==> src/rtl/fetch_stage.sv <==
// rtl/fetch_stage.sv - instruction fetch stage: PC register, IF/ID register, fault capture
module fetch_stage #(
    parameter logic [31:0] RESET_PC   = 32'h0000_0000,
    parameter int          IMEM_BYTES = 32
) (
    input  logic        clk,
    input  logic        rst,
    input  logic        stall,
    input  logic        branch_taken,
    input  logic [31:0] branch_target,
    input  logic        jump,
    input  logic [31:0] jump_target,
    input  logic [31:0] instruction,
    output logic [31:0] pc_out,
    output logic [31:0] pc_plus4,
    output logic [31:0] if_id_pc,
    output logic [31:0] if_id_instr,
    output logic        if_id_valid,
    output logic        fetch_fault,
    output logic [1:0]  fault_cause,
    output logic [31:0] fault_pc,
    output logic [31:0] fetch_count
);

    localparam logic [31:0] MAX_ADDR = 32'(IMEM_BYTES - 4);
    localparam logic [31:0] NOP      = 32'h0000_0013;

    typedef enum logic {RUN, FAULT} state_t;

    state_t      state;
    logic [31:0] cand;
    logic        redirect;
    logic [1:0]  cause;

    assign pc_plus4 = pc_out + 32'd4;
    assign redirect = jump | branch_taken;

    always_comb begin
        cand  = pc_out;
        cause = 2'b00;
        if (jump)
            cand = jump_target;
        else if (branch_taken)
            cand = branch_target;
        else if (!stall)
            cand = pc_plus4;
        // misaligned takes precedence over out-of-range
        if (cand[1:0] != 2'b00)
            cause = 2'b01;
        else if (cand > MAX_ADDR)
            cause = 2'b10;
    end

    always_ff @(posedge clk) begin
        if (rst) begin
            state       <= RUN;
            pc_out      <= RESET_PC;
            if_id_pc    <= 32'd0;
            if_id_instr <= NOP;
            if_id_valid <= 1'b0;
            fetch_fault <= 1'b0;
            fault_cause <= 2'b00;
            fault_pc    <= 32'd0;
            fetch_count <= 32'd0;
        end else begin
            case (state)
                RUN: begin
                    if (cause != 2'b00) begin
                        state       <= FAULT;
                        fetch_fault <= 1'b1;
                        fault_cause <= cause;
                        fault_pc    <= cand;
                        if_id_valid <= 1'b0;
                    end else if (redirect) begin
                        // wrong-path fetch is squashed; redirect wins over stall
                        pc_out      <= cand;
                        if_id_valid <= 1'b0;
                    end else if (!stall) begin
                        pc_out      <= cand;
                        if_id_pc    <= pc_out;
                        if_id_instr <= instruction;
                        if_id_valid <= 1'b1;
                        fetch_count <= fetch_count + 32'd1;
                    end
                end
                FAULT: begin
                    if_id_valid <= 1'b0;
                end
                default: state <= FAULT;
            endcase
        end
    end

endmodule

==> config.mk <==
export PLATFORM = sky130hd
export DESIGN_NAME = fetch_stage
export DESIGN_NICKNAME = d
export VERILOG_FILES = /design/src/rtl/fetch_stage.sv
export SDC_FILE = /design/constraint.sdc
export NUM_CORES = 1
export LEC_CHECK = 0
export CAP_MARGIN = 0
export CORE_ASPECT_RATIO = 0.9
export CORE_UTILIZATION = 40
export CTS_CLUSTER_DIAMETER = 40
export DETAILED_ROUTE_END_ITERATION = 16
export MAX_ROUTING_LAYER = met4
export PLACE_DENSITY = 0.72
export SKIP_CTS_REPAIR_TIMING = 1
export SLEW_MARGIN = 20
export SYNTH_ARGS = -nofsm -noshare
export SYNTH_HDL_FRONTEND = slang
export SYNTH_SLANG_ARGS = --single-unit
==> constraint.sdc <==
create_clock -name clk -period 4.2 [get_ports clk]
set_input_delay 0.84 -clock clk [delete_from_list [all_inputs] [get_ports clk]]
set_output_delay 0.84 -clock clk [all_outputs]
set_load 0.05 [all_outputs]
==> results of run 1 <==
-- flip-flops by register name (all words and copies together), names as in the netlist --
name,flops
if_id_pc,32
fault_cause,2
pc_out,32
fault_pc,32
if_id_instr,32
if_id_valid,1
fetch_count,32
state,1
fetch_fault,1
-- placed cells by master, fill, tap and decap left out, drive strengths merged, types with 6 or more instances in the layout --
cell type / n
nor4: 12
o221ai: 6
clkbuf: 17
and4: 12
o311ai: 16
o41ai: 16
nand2b: 8
inv: 36
dfxtp: 165
nor2b: 18
and2: 37
clkdlybuf4s50: 284
o211a: 7
a211oi: 26
a22oi: 6
or4: 6
o211ai: 8
nand4: 25
a21oi: 83
mux2i: 14
nor2: 49
mux2: 17
xor2: 15
nor3: 28
nand3: 70
clkinv: 8
and3: 13
nand2: 68
o21ai: 83
buf: 90
or2: 18
xnor2: 27
-- logic make-up (layout without fill, tap and decap cells) --
family,Yosys count,in the layout,share of synthesized area
flip-flops,165,165,0.387
AND/OR/NAND/NOR,377,377,0.243
XOR/XNOR,42,42,0.0431
buffers and inverters,137,436,0.0665
AO/OA/AOI/OAI,290,290,0.219
multiplexers,31,31,0.0389
adder cells (fa/ha/maj),2,2,0.00293
-- final cells by class --
class                   count  area (sq um)  area share
clock buffers              17           425      0.0336
repair buffers            374          3610       0.285
well taps                 286           358      0.0283
flip-flops and latches    165          3300       0.261
clock inverters            15           180      0.0142
multi-input cells         742          4660       0.369
inverters                  30           113     0.00890
-- stage by stage --
step	area, sq um	utilization	hold slack (ns)	total power, W
after detailed placement	12000	0.578	0.447	0.00212
after CTS	12600	0.607	0.462	0.00371
after global placement	12000	0.578	0.444	0.00212
after global routing	12600	0.607	0.481	0.00382
final	12600	0.607	0.459	0.00368
after floorplan	8530	-	0.673	0.00188
-- worst min path at each step --
stage / depth (start not counted) / to / slack [ns]
global route: 2 / fault_pc[28] / 0.48
CTS: 2 / fault_pc[24] / 0.46
global placement: 2 / fault_pc[24] / 0.44
detailed placement: 2 / fault_pc[24] / 0.45
floorplan: 2 / fault_pc[2] / 0.67
finish: 2 / fault_pc[24] / 0.46
-- worst max-delay path, stage by stage (launching register included) --
cell,delay (ns)
dfxtp_1,0.52
nand4_2,0.30
nor4_1,0.56
nand3_1,0.17
xnor2_1,0.39
clkdlybuf4s50_1,0.89
-- power groups by stage --
| stage | combinational, W | sequential, W | clock, W |
|---|---|---|---|
| floorplan | 0.000160 | 0.00172 | 0 |
| global placement | 0.000483 | 0.00164 | 0 |
| detailed placement | 0.000481 | 0.00164 | 0 |
| CTS | 0.000484 | 0.00160 | 0.00162 |
| global route | 0.000518 | 0.00161 | 0.00170 |
| finish | 0.000490 | 0.00160 | 0.00159 |
-- routing by layer --
layer  vias to the layer above  GRT usage
met2                       400      0.450
met4                         0      0.116
met1                      4261      0.415
met5                         -          -
met3                        51     0.0715
li1                       4373          -
==> results.yml, run 1 <==
power_and_ir_drop:
  switchingPower_w: 0.00108
  clkPwrFrac: 0.432
  p_seq_frac: 0.435
  combPwrFrac: 0.133
  p_leak_nw: 4.58
  internal-power_w: 0.00261
  p_sw_frac: 0.292
  vdd_ir_drop_max_mv: 0.254
  power.density_nw_per_um2: 291
layout:
  fillers: 1912
  nets: 1433
  drive_gt1_frac: 0.127
  num_antenna_cells: 0
  fin_cells: 1629
  syn_to_final_growth_pct: 48.4
timing:
  max_freq_ghz: 0.244
  relSlewSlack: 0.464
  clock-skew-final_ns: 0.0203
  slew_viol_final: 0
  final.min_clock_period_ns: 4.10
  worst_slack_ns: 0.103
  hold_viol_final: 0
  setup_tns_ns: 0
  post-route-period-util: 0.975
  worst_pin_slew_ns: 0.804
  rsz0062_at_grt: "no"
  setup_viol: 0
clock_network:
  cts_root_buffer: "clkbuf_16"
  h-tree-depth: 4
  clk_pin_slew_worst_paths_ns: 0.08
  cts_buffers: 17
  clock_latency_ns: 0.43
  ctsLongestPathBuffers: 2
  clock_sinks: 165
  cts_tree: "done"
routing:
  wl_met1_mm: 14.6
  top_layer: "met4"
  wl_mm: 32.7
  post-route-drc-count: 0
  drtIter0Drc: 703
  antenna_left: 0
  vias: 9085
  first_pass_iters: 6
  via_per_inst: 5.58
  wl_met2_mm: 14.5
  wl_per_cell_um: 20.0
  wl_met3_mm: 2.66
synth:
  synthCells: 1044
  seq_area_frac_synth: 0.387
  synth_common_cells: "dfxtp_1 (165), a21oi_1 (82), o21ai_0 (82), clkbuf_1 (72), nand3_1 (69)"
  synth_top_area_frac: 0.387
  syn_nets: 1147
  yosysUniqueCellTypes: 71
  ys_async_sr_fraction: 0
  yosysTopAreaCell: "dfxtp_1"
  ys_ff_latch: 165
  avgSynthCellArea_sq_um: 8.17
  ys_top_cells_by_area: "dfxtp_1 (39%), a21oi_1 (4.8%), o21ai_0 (4.8%), nand3_1 (4.1%), clkbuf_1 (3.2%)"
  yosysWarningCount: 0
  syn-cell-area_sq_um: 8530
  synthFlopType: "dfxtp_1"
  synth_edf_count: 0
  synth.most_common_cell: "dfxtp_1"
setup_path:
  timing.critical_path.to_type: "output port"
  worstPathRequired_ns: 3.36
  critPathMaxFanout: 7
  r2r_cells: 11
  worst-setup-path-type: "register to output port"
  r2r-end: "fetch_count[5]"
  worst-r2r-setup-slack_ns: 0.38
  critPathLaunch: "pc_out[23]"
  crit_end: "pc_plus4[31]"
  rr_startpoint: "pc_out[11]"
  crit_arrival_ns: 3.26
  worstSetupStartpointType: "register"
place:
  routabilityCongestion: 0.996
  hpwl_mm: 24.3
  io_buffer_count: 296
  dpl.cell_count: 1597
  pre_cts_slack_ns: 0.00221
grt:
  grt_max_degree: 76
  track_usage: 0.310
  antenna_found_initial: 0
  first_global_vias: 8682
  grt-ovfl-total: 0
  grt_pass1_wl_mm: 50.5
floorplan:
  die-area_sq_um: 21900
  initial_core_util: 0.409
  die_h_um: 141
  io_pins: 297
  fp-row-count: 50
  core_area_sq_um: 20800
  die_w_um: 156
flow_run:
  drv_cap: 0
outcome:
  status: "complete, no violations"
hold_path:
  min_path_type: "register to register"
  min_from: "fault_pc[24]"
(Power assumes the default switching activity.)
==> run 2, diff against run 1 <==
ABC_AREA = 1   (was unset)
CTS_CLUSTER_DIAMETER = 80   (was 40)
PLACE_DENSITY = 0.71   (was 0.72)
SLEW_MARGIN = unset   (was 20)
==> run 2 against run 1 <==
Net effect: synthesized area grew 5.4%; die area grew 5.4%; cell area grew 0.66%; sequential power is essentially flat; wire length is essentially flat; core utilization shrank 2.4 points; global-route usage shrank 2.4 points; clock power is essentially flat; critical path depth grew 3; register-to-register slack gained 0.20 ns; count of clock-buffer cells in the layout is the same; hold slack lost 0.013 ns; critical endpoint is now pc_plus4[22]; largest cell class unchanged; highest routed layer unchanged.
==> results.yml, run 2 <==
outcome:
  status: "complete, no violations"
grt:
  grt-ovfl-total: 0
  first_global_vias: 9174
  grt_pass1_wl_mm: 49.9
  antenna_found_initial: 0
  grt_max_degree: 73
  track_usage: 0.285
layout:
  fin_cells: 2004
  drive_gt1_frac: 0.0590
  final_cell_mix: "nand2_1 (427), clkdlybuf4s50_1 (294), nor2_1 (204), dfxtp_1 (165), inv_1 (159)"
  syn_to_final_growth_pct: 41.6
  nets: 1802
  final_common_cell: "nand2_1"
  fillers: 2189
timing:
  clock-skew-final_ns: 0.0305
  relSlewSlack: 0.392
  worst_pin_slew_ns: 0.911
  post-route-period-util: 0.934
  max_freq_ghz: 0.255
  hold_viol_final: 0
  setup_tns_ns: 0
  setup_viol: 0
  slew_viol_final: 0
  rsz0062_at_grt: "no"
  whs_ns: 0.446
  final.min_clock_period_ns: 3.92
clock_network:
  clock_sinks: 165
  ctsLongestPathBuffers: 2
  cts_tree: "done"
  cts_buffers: 17
  clk_pin_slew_worst_paths_ns: 0.07
  clock_latency_ns: 0.44
  h-tree-depth: 4
  cts_root_buffer: "clkbuf_16"
floorplan:
  fp-row-count: 51
  initial_core_util: 0.412
  die_w_um: 160
  io_pins: 297
  die_h_um: 144
  die-area_sq_um: 23100
  core_area_sq_um: 21800
synth:
  ys_top_cells_by_area: "dfxtp_1 (37%), nand2_1 (18%), nor2_1 (8.6%), a21oi_1 (8.1%), inv_1 (6.7%)"
  seq_area_frac_synth: 0.367
  yosysTopAreaCell: "dfxtp_1"
  ys_ff_latch: 165
  synthFlopType: "dfxtp_1"
  avgSynthCellArea_sq_um: 6.24
  yosysUniqueCellTypes: 35
  synth_common_cells: "nand2_1 (427), nor2_1 (206), dfxtp_1 (165), inv_1 (160), a21oi_1 (145)"
  yosysWarningCount: 0
  synth_top_area_frac: 0.367
  ys_async_sr_fraction: 0
  synthCells: 1441
  syn-cell-area_sq_um: 8990
  synth_edf_count: 0
  synth.most_common_cell: "nand2_1"
  syn_nets: 1544
power_and_ir_drop:
  power.density_nw_per_um2: 287
  vdd_ir_drop_max_mv: 0.272
  p_leak_nw: 5.28
routing:
  drtIter0Drc: 855
  wl_met1_mm: 14.5
  vias: 10100
  antenna_left: 0
  wl_per_cell_um: 16.3
  wl_met3_mm: 2.95
  post-route-drc-count: 0
  wl_met2_mm: 14.4
  via_per_inst: 5.05
  wl_mm: 32.7
  top_layer: "met4"
  first_pass_iters: 7
flow_run:
  drv_cap: 0
setup_path:
  crit_arrival_ns: 3.08
  critPathMaxFanout: 6
  worstSetupStartpointType: "register"
  worst-setup-path-type: "register to output port"
  worstPathRequired_ns: 3.36
  timing.critical_path.to_type: "output port"
place:
  routabilityCongestion: 1.06
  io_buffer_count: 296
  dpl.cell_count: 1971
  hpwl_mm: 24.6
hold_path:
  min_path_type: "register to register"
==> run 2: cell type report <==
class                           count  area, sq um  share of cell area
Multi-Input combinational cell   1037         4720               0.370
Timing Repair Buffer              313         3140               0.247
Clock buffer                       17          425              0.0334
Inverter                          165          619              0.0486
Sequential cell                   165         3300               0.259
Antenna cell                        1         2.50            0.000197
Clock inverter                     15          160              0.0126
Tap cell                          291          364              0.0286
==> run 2: metrics by stage <==
stage	utilization	power (W)	area (sq um)	setup WS, ns
5_1_grt	0.583	0.00378	12700	0.136
3_5_place_dp	0.557	0.00211	12100	0.172
3_3_place_gp	0.557	0.00211	12100	0.289
2_1_floorplan	-	0.00190	8990	0.723
4_1_cts	0.583	0.00368	12700	0.327
6_report	0.583	0.00365	12700	0.275
==> run 2: per-layer routing <==
layer / up-vias / track usage
li1: 5049 / -
met1: 4596 / 0.374
met2: 440 / 0.427
met3: 45 / 0.0766
met4: 0 / 0.0887
met5: - / -
==> run 2: worst paths after layout <==
path               startpoint           end  slack (ns)  cells past startpoint
setup / recovery    pc_out[3]  pc_plus4[22]        0.28                      8
hold / removal    if_id_pc[0]   if_id_pc[0]        0.45                      2
setup reg to reg    pc_out[3]  if_id_pc[27]        0.58                     19
hold reg to reg   if_id_pc[0]   if_id_pc[0]        0.45                      2
==> run 2: power by group <==
group	switching [W]	internal [W]
combinational	0.000287	0.000195
sequential	0.0000146	0.00159
clock	0.000724	0.000842
total	0.00103	0.00263
==> run 2: worst max-delay path, stage by stage, from the launching register on <==
cell and delay (ns):
dfxtp_1 0.52, ha_1 0.30, nand2_2 0.08, nor2_2 0.19
nand2_1 0.16, nor2_2 0.33, nand3_1 0.14, nand2_1 0.12
clkdlybuf4s50_1 0.80
==> run 2: cells by family (layout without fill, tap and decap cells) <==
kind of cell	count (synthesis)	in the layout	share of synthesized area
AOI/OAI and AO/OA	169	169	0.0973
xor gates and xnor gates	30	30	0.0292
adders and majority gates	2	2	0.00278
buffers and inverters	239	510	0.109
DFF	165	165	0.367
other	0	1	0
and+or+nand+nor	836	836	0.395
==> run 3, diff against run 2 <==
PLACE_DENSITY = 0.74   (was 0.71)
clock period = 3.5 ns   (was 4.2 ns; I/O delays follow)
==> run 3 against run 2 <==
Net effect: clock power up 18%; sequential share of layout area decreased by 0.58 points; critical path depth is 2 lower; sequential power grew 20%; total power is 20% higher; combinational power grew 25%; setup slack worse by 0.10 ns; global-route usage increased by 1.1 points.
==> results.yml, run 3 (synthesis results as in run 2) <==
grt:
  grt_use_met1: 0.389
  grt_max_degree: 60
  busiest_layer: "met2"
  antenna_found_initial: 1
  first_global_vias: 9317
  track_usage: 0.297
  met3_usage: 0.0634
  grt_use_met2: 0.447
  grt_pass1_wl_mm: 51.4
  grt-ovfl-total: 0
place:
  hpwl_mm: 25.7
  io_buffer_count: 296
  dpl.cell_count: 1994
  routabilityCongestion: 1.06
layout:
  syn_to_final_growth_pct: 45.0
  nets: 1825
  final_common_cell: "nand2_1"
  drive_gt1_frac: 0.0749
  fin_cells: 2027
  final_util: 0.597
  final_cell_mix: "nand2_1 (427), clkdlybuf4s50_1 (279), nor2_1 (203), dfxtp_1 (163), inv_1 (159)"
routing:
  first_pass_iters: 6
  antenna_left: 0
  post-route-drc-count: 0
  wl_per_cell_um: 16.6
  wl_mm: 33.7
  via_per_inst: 4.98
  drtIter0Drc: 776
  vias: 10100
floorplan:
  initial_core_util: 0.412
  core_area_sq_um: 21800
  fp-row-count: 51
  die_h_um: 144
  io_pins: 297
  die-area_sq_um: 23100
  die_w_um: 160
timing:
  setup_tns_ns: 0
  hold_viol_final: 0
  clock-skew-final_ns: 0.0136
  max_freq_ghz: 0.301
  post-route-period-util: 0.950
  relSlewSlack: 0.390
  rsz0062_at_grt: "no"
  setup_viol: 0
  final.min_clock_period_ns: 3.33
  slew_viol_final: 0
  worst_pin_slew_ns: 0.914
  whs_ns: 0.441
clock_network:
  cts_root_buffer: "clkbuf_16"
  ctsLongestPathBuffers: 2
  cts_buffers: 17
  clock_latency_ns: 0.44
  clock_sinks: 165
  clk_pin_slew_worst_paths_ns: 0.07
  cts_tree: "done"
  h-tree-depth: 4
power_and_ir_drop:
  switchingPower_w: 0.00127
  p_leak_nw: 5.68
  totalPowerFinal_w: 0.00438
  vdd_ir_drop_max_mv: 0.245
  combPwrFrac: 0.138
  p_seq_frac: 0.439
  clkPwrFrac: 0.424
  internal-power_w: 0.00312
  p_sw_frac: 0.289
  power.density_nw_per_um2: 336
setup_path:
  cp_slowest_cell: "clkdlybuf4s50_1"
  worst-setup-path-type: "register to output port"
  worstSetupStartpointType: "register"
  critPathMaxFanout: 5
  worstPathRequired_ns: 2.80
  crit_arrival_ns: 2.63
  timing.critical_path.to_type: "output port"
  cpPeakStageDelay_ns: 0.83
  crit_chain: "ha_1 > nand3_2 > nor2_2 > nand4_1 > nand2_1 > clkdlybuf4s50_1"
hold_path:
  min_path_type: "register to register"
outcome:
  status: "complete, no violations"
flow_run:
  drv_cap: 0
==> run 3: changes by cell type in the layout (fill, tap and decap cells not counted), moves of 2 or more <==
cell | previous run | this run
buf_12 | 5 | 12
buf_4 | 12 | 30
clkdlybuf4s50_1 | 294 | 279
clkinv_4 | 1 | 5
clkinv_8 | 1 | 3
clkinvlp_4 | 3 | 1
dfxtp_1 | 165 | 163
dfxtp_2 | 0 | 2
dlymetal6s2s_1 | 0 | 13
inv_6 | 5 | 2
==> run 3: final timing paths <==
| kind | end | start | slack (ns) | cells after the start |
|---|---|---|---|---|
| setup reg to reg | pc_out[3] | pc_out[2] | 0.29 | 21 |
| hold / removal | if_id_pc[1] | if_id_pc[1] | 0.44 | 2 |
| hold reg to reg | if_id_pc[1] | if_id_pc[1] | 0.44 | 2 |
| setup / recovery | pc_plus4[16] | pc_out[2] | 0.17 | 6 |
==> run 3: power groups by stage <==
stage	Combinational (W)	Clock [W]	Sequential (W)
floorplan	0.000209	0	0.00207
global placement	0.000598	0	0.00197
detailed placement	0.000598	0	0.00197
CTS	0.000601	0.00189	0.00192
global route	0.000646	0.00198	0.00193
finish	0.000604	0.00186	0.00192
==> run 3: worst max-delay path: cells and delay by family, from the launching register on <==
family,cells,cell delay [ns]
adders and majority gates,1,0.24
buffers and inverters,1,0.83
DFF,1,0.41
and+or+nand+nor,4,0.71
==> run 3: stage by stage <==
stage          instance area (sq um)  worst slack (ns)
6_report                       13000             0.175
5_1_grt                        13000            0.0251
4_1_cts                        13000            -0.222
3_5_place_dp                   12400           -0.0260
3_3_place_gp                   12400            0.0195
2_1_floorplan                   8990            0.0234
==> run 3: layer usage <==
metal	wire, um	share of wire
met5	0	0
met4	992	0.029
met3	2420	0.072
met2	14900	0.44
met1	15400	0.46
==> run 3: final cells by class <==
| class | instances | area (sq um) |
|---|---|---|
| Fill cell | 2093 | 8790 |
| Multi-Input combinational cell | 1037 | 4720 |
| Timing Repair Buffer | 336 | 3430 |
| Sequential cell | 165 | 3310 |
| Inverter | 165 | 619 |
| Clock buffer | 17 | 425 |
| Tap cell | 291 | 364 |
| Clock inverter | 15 | 163 |
| Antenna cell | 1 | 2.50 |
